--- src/rtl/sdio_apb_bridge.sv ---
// rtl/sdio_apb_bridge.sv - APB3 slave driving the SD host 8-bit register bus
// Stretches SD-domain write strobes and waits a settle time before read capture.
module sdio_apb_bridge #(
  parameter int SD_WR_CYCLES   = 8,
  parameter int RD_WAIT_CYCLES = 4
) (
  input  logic       sys_clk,
  input  logic       rstn,
  input  logic       psel,
  input  logic       penable,
  input  logic       pwrite,
  input  logic [7:0] paddr,
  input  logic [7:0] pwdata,
  output logic [7:0] prdata,
  output logic       pready,
  output logic       pslverr,
  output logic       reg_wr_sys,
  output logic       reg_wr_sd,
  output logic [7:0] reg_addr,
  output logic [7:0] reg_wdata,
  input  logic [7:0] reg_rdata
);

  localparam logic [7:0] SD_LOAD = 8'(SD_WR_CYCLES - 1);
  localparam logic [7:0] RD_LOAD = 8'(RD_WAIT_CYCLES - 1);

  typedef enum logic [2:0] {
    IDLE, WR_SYS, SYS_HOLD, WR_SD, RD_WAIT, DONE
  } state_t;

  state_t     state_q, state_d;
  logic [7:0] cnt_q, cnt_d;
  logic [7:0] addr_q, addr_d;
  logic [7:0] wdata_q, wdata_d;
  logic [7:0] prdata_q, prdata_d;
  logic       both_q, both_d;
  logic       bad_q, bad_d;

  logic cls_sd_range, cls_both, cls_sys, cls_bad;
  logic unused_penable;

  // The latched transaction always completes, so the access phase is not needed.
  assign unused_penable = penable;

  assign cls_sd_range = (paddr <= 8'd40);
  assign cls_both     = (paddr == 8'd8) || (paddr == 8'd31);
  assign cls_sys      = (paddr >= 8'd128) && (paddr <= 8'd136);
  assign cls_bad      = !(cls_sd_range || cls_sys);

  always_ff @(posedge sys_clk or negedge rstn) begin
    if (!rstn) begin
      state_q  <= IDLE;
      cnt_q    <= 8'd0;
      addr_q   <= 8'd0;
      wdata_q  <= 8'd0;
      prdata_q <= 8'd0;
      both_q   <= 1'b0;
      bad_q    <= 1'b0;
    end else begin
      state_q  <= state_d;
      cnt_q    <= cnt_d;
      addr_q   <= addr_d;
      wdata_q  <= wdata_d;
      prdata_q <= prdata_d;
      both_q   <= both_d;
      bad_q    <= bad_d;
    end
  end

  always_comb begin
    state_d    = state_q;
    cnt_d      = cnt_q;
    addr_d     = addr_q;
    wdata_d    = wdata_q;
    prdata_d   = prdata_q;
    both_d     = both_q;
    bad_d      = bad_q;
    reg_wr_sys = 1'b0;
    reg_wr_sd  = 1'b0;
    pready     = 1'b0;
    pslverr    = 1'b0;
    case (state_q)
      IDLE: begin
        if (psel) begin
          addr_d = paddr;
          both_d = cls_both;
          bad_d  = cls_bad;
          if (pwrite) wdata_d = pwdata;
          if (cls_bad) begin
            state_d = DONE;
            if (!pwrite) prdata_d = 8'd0;
          end else if (!pwrite) begin
            state_d = RD_WAIT;
            cnt_d   = RD_LOAD;
          end else if (cls_sys) begin
            state_d = WR_SYS;
          end else begin
            state_d = WR_SD;
            cnt_d   = SD_LOAD;
          end
        end
      end
      WR_SYS: begin
        reg_wr_sys = 1'b1;
        state_d    = SYS_HOLD;
      end
      SYS_HOLD: state_d = DONE;
      WR_SD: begin
        reg_wr_sd = 1'b1;
        // Dual-domain registers get a single sys pulse; a repeat could retrigger DMA.
        reg_wr_sys = both_q && (cnt_q == SD_LOAD);
        if (cnt_q == 8'd0) state_d = DONE;
        else               cnt_d   = cnt_q - 8'd1;
      end
      RD_WAIT: begin
        if (cnt_q == 8'd0) begin
          prdata_d = reg_rdata;
          state_d  = DONE;
        end else begin
          cnt_d = cnt_q - 8'd1;
        end
      end
      DONE: begin
        pready  = 1'b1;
        pslverr = bad_q;
        state_d = IDLE;
      end
      default: state_d = IDLE;
    endcase
  end

  assign reg_addr  = addr_q;
  assign reg_wdata = wdata_q;
  assign prdata    = prdata_q;

endmodule

--- config.mk ---
export PLATFORM = sky130hd
export DESIGN_NAME = sdio_apb_bridge
export DESIGN_NICKNAME = d
export VERILOG_FILES = /design/src/rtl/sdio_apb_bridge.sv
export SDC_FILE = /design/constraint.sdc
export NUM_CORES = 1
export LEC_CHECK = 0
export BUFFER_PORTS_ARGS = -buffer_cell sky130_fd_sc_hd__buf_2
export CORE_MARGIN = 2
export CORE_UTILIZATION = 30
export CTS_CLUSTER_SIZE = 24
export DETAILED_ROUTE_END_ITERATION = 8
export GPL_TIMING_DRIVEN = 1
export HOLD_SLACK_MARGIN = 0.05
export PLACE_DENSITY = 0.63
export SETUP_SLACK_MARGIN = 0.3
export SLEW_MARGIN = 20
export SYNTH_ARGS = -nofsm -noshare
export SYNTH_HDL_FRONTEND = slang
export SYNTH_SLANG_ARGS = --single-unit
--- constraint.sdc ---
create_clock -name sys_clk -period 2.3 [get_ports sys_clk]
set_clock_uncertainty 0.1 [all_clocks]
set_input_delay 0.345 -clock sys_clk [delete_from_list [all_inputs] [get_ports sys_clk]]
set_output_delay 0.345 -clock sys_clk [all_outputs]
set_load 0.01 [all_outputs]
==> key figures <==
Status
  • Status: finished clean

Floorplan
  • Row cnt: 28
  • Die Span Y: 82.2 µm
  • Starting utilization of the core area: 31.0%
  • Die X: 82.2 µm
  • Core Area: 0.00592 mm²
  • Ports: 57
  • Die Area: 0.00676 mm²

Pwr
  • Comb power frac: 45.3%
  • Sw Ratio: 36.9%
  • Overall Power: 3.40 mW
  • Power Density: 1400 mW/mm²
  • Part of the power in registers: 34.4%
  • Int Power: 2.15 mW
  • VDD IR max: 0.584 mV
  • P_sw: 1.26 mW
  • Clk network pwr share: 20.3%
  • P_leak: 1.22 nW

Layout
  • Final Core Density: 41.1%
  • Area grow syn2layout: 32.5%
  • # diodes: 0
  • Final Net Count: 274
  • Layout cell share with drive strength beyond 1: 40.7%
  • Non-filler cells, final: 318
  • Design Area, Final: 0.00243 mm²

STA
  • Worst slew pin tran: 0.850 ns
  • RSZ-0062 raised after global routing: yes
  • Slew headroom: 43.4%
  • Hold Fails Final Rpt: 0
  • Final period util: 84.5%
  • Min cycle time layout: 1.94 ns
  • Setup TNS Final: 0 ns
  • Finish-stage setup viols: 0
  • Final Max Tran Viols: 0
  • Maximum operating frequency: 515 MHz

Drt
  • Final antenna-violating net count: 0
  • Drt total wl: 4.25 mm
  • Avg WL per Cell: 13.4 µm
  • # DRC: 0
  • DRT Pass-1 Iters: 6
  • Via count: 1559
  • DRC marker count from the first detailed-route iteration: 92
  • Drt via density: 4.90

Critical path
  • Startpoint Class: flip-flop
  • Crit end category: output port
  • Max FO, Critical Path: 3
  • Crit path kind: reg -> out
  • Buf/Inv on CP: 1
  • Crit path max-delay family: simple AND/OR/NAND/NOR gates
  • Critical path arrival: 1.50 ns
  • CP cell instances: or3_4 > o21ai_2 > and3b_1 > buf_6
  • Slowest stage delay, CP: 0.41 ns
  • Slowest CP cell: or3_4
  • Crit path required time: 1.86 ns

Logic synthesis
  • Post-Syn Instances: 174
  • Most common cell in the netlist: dfrtp_1
  • Post-synth top area share: 50.4%
  • Sequential element share of the synthesized area: 50.4%
  • EDFF count, synth: 0
  • Synth top area cells: dfrtp_1, nand2_1, mux2_2
  • Primary FF master, synth: dfrtp_1
  • Commonest cells in the netlist: dfrtp_1, nand2_1, a22o_1
  • Yosys reg bits: 37
  • Post-synth cell types: 49
  • Syn. warnings: 0
  • Synth area leader: dfrtp_1
  • Syn Area/Cell: 10.6 µm²
  • Post-Syn Area: 0.00184 mm²
  • Synthesized net count: 206
  • Synth async-reset ratio: 100%

Place
  • IO Port Bufs: 55
  • Area after DPL: 0.00218 mm²
  • GPL Wtd Cong: 0.818
  • Final HPWL DP: 2.93 mm
  • Cell count after placement: 300

Worst hold path
  • Min-Delay Path Class: in -> async

Global routing
  • Initial antenna violation count: 0
  • First-pass GRT wire length: 6.84 mm
  • GRT overflow: 0
  • Vias in the first global route: 1434
  • Largest net degree at the start of global routing: 38
  • GRT Overall Usage: 13.4%

Clocking
  • Max Root-Sink Buffers: 2
  • CTS buffer count: 5
  • H-tree lvl count: 2
  • CTS tree: yes
  • Worst-path clk slew: 0.08 ns
  • Clk sinks: 37
  • Worst skew pair latency: 0.29 ns
  • Root Buffer: clkbuf_8

Flow run
  • MaxCap Viol Count: 0
cell type report:
type / count / area [µm²]
sequential: 37 / 926
clock buffer: 5 / 68.8
multi-input combinational: 125 / 882
inverter: 6 / 22.5
fill: 607 / 3490
clock inverter: 3 / 68.8
timing repair buffer: 67 / 372
tap: 75 / 93.8
repair_timing:
| item | 4_1_cts | 5_1_grt |
|---|---|---|
| buffers inserted | 3 | 7 |
| pin swaps | 0 | 3 |
| setup endpoints to repair | 16 | 16 |
| gates resized for setup | 3 | 6 |
| endpoints found under the hold margin | 0 | 0 |
| hold buffers | 0 | 0 |
cells in the final DEF (no fill, tap or decap), drive strengths merged, types with 3 or more instances in the layout:
cell / Yosys / layout
a211oi: 3 / 3
mux2: 8 / 8
nor3: 5 / 5
buf: 4 / 67
a22o: 9 / 9
inv: 6 / 7
dfrtp: 37 / 37
a21oi: 6 / 6
a31oi: 4 / 4
nand2: 30 / 30
ha: 3 / 3
or3: 3 / 3
nor2: 6 / 6
and2: 4 / 4
and3: 4 / 4
o21ai: 7 / 7
nand3: 3 / 3
clkbuf: 2 / 5
power groups by stage:
stage                     sequential (mW)  combinational [mW]  clock [mW]
after detailed placement             1.17                1.35           0
after floorplan                      1.22               0.858           0
final                                1.17                1.54       0.691
after CTS                            1.16                1.42       0.714
after global routing                 1.22                1.71       0.743
after global placement               1.17                1.32           0
layer usage:
metal  vias to the layer above  GRT usage, %  routed length, µm
met2                        37          19.0               1950
met4                         0          5.50                 47
li1                        769             -                  -
met1                       748          18.7               2000
met3                         5          4.02                254
met5                         -             0                  0
registers in the layout, summed over array words and instances, names as in the netlist:
name       flops
cnt_q          8
prdata         8
bad_q          1
both_q         1
state_q        3
reg_wdata      8
reg_addr       8
path summary, 6_finish.rpt:
check | from | endpoint | slack, ns | depth (start not counted)
worst max register to register | cnt_q[0]$_DFFE_PN0P_ | cnt_q[3]$_DFFE_PN0P_ | 0.36 | 7
min in group sys_clk | reg_rdata[5] | prdata[5]$_DFFE_PN0P_ | 0.17 | 2
worst min register to register | reg_addr[2]$_DFFE_PN0P_ | reg_addr[2]$_DFFE_PN0P_ | 0.37 | 2
worst min-delay path | rstn | cnt_q[6]$_DFFE_PN0P_ | 0.04 | 1
max in group asynchronous | rstn | cnt_q[7]$_DFFE_PN0P_ | 1.51 | 1
worst max-delay path | cnt_q[6]$_DFFE_PN0P_ | reg_wr_sys | 0.36 | 4
cell families after synthesis:
kind of cell             Yosys count  share of synthesized area (%)
AND/OR/NAND/NOR                   68                           19.8
AO/OA/AOI/OAI                     44                           18.6
flip-flops                        37                           50.4
buffers and inverters             12                           3.27
multiplexers                       9                           5.45
adder cells (fa/ha/maj)            3                           2.04
XOR/XNOR                           1                          0.477
stage by stage:
step           setup slack, ns  hold WS [ns]
6_report                 0.358        0.0419
5_1_grt                  0.251         0.116
4_1_cts                  0.256        0.0819
3_5_place_dp             0.237         0.357
3_3_place_gp             0.260         0.359
2_1_floorplan            0.364       -0.0506
worst reg2reg max path, stage by stage (launching register included):
cell and delay [ns]:
dfrtp_1 0.40, inv_1 0.09, ha_1 0.14, or4b_4 0.50
buf_4 0.17, o21a_1 0.20, a21oi_1 0.18, a31oi_2 0.05
(Power assumes the default switching activity.)
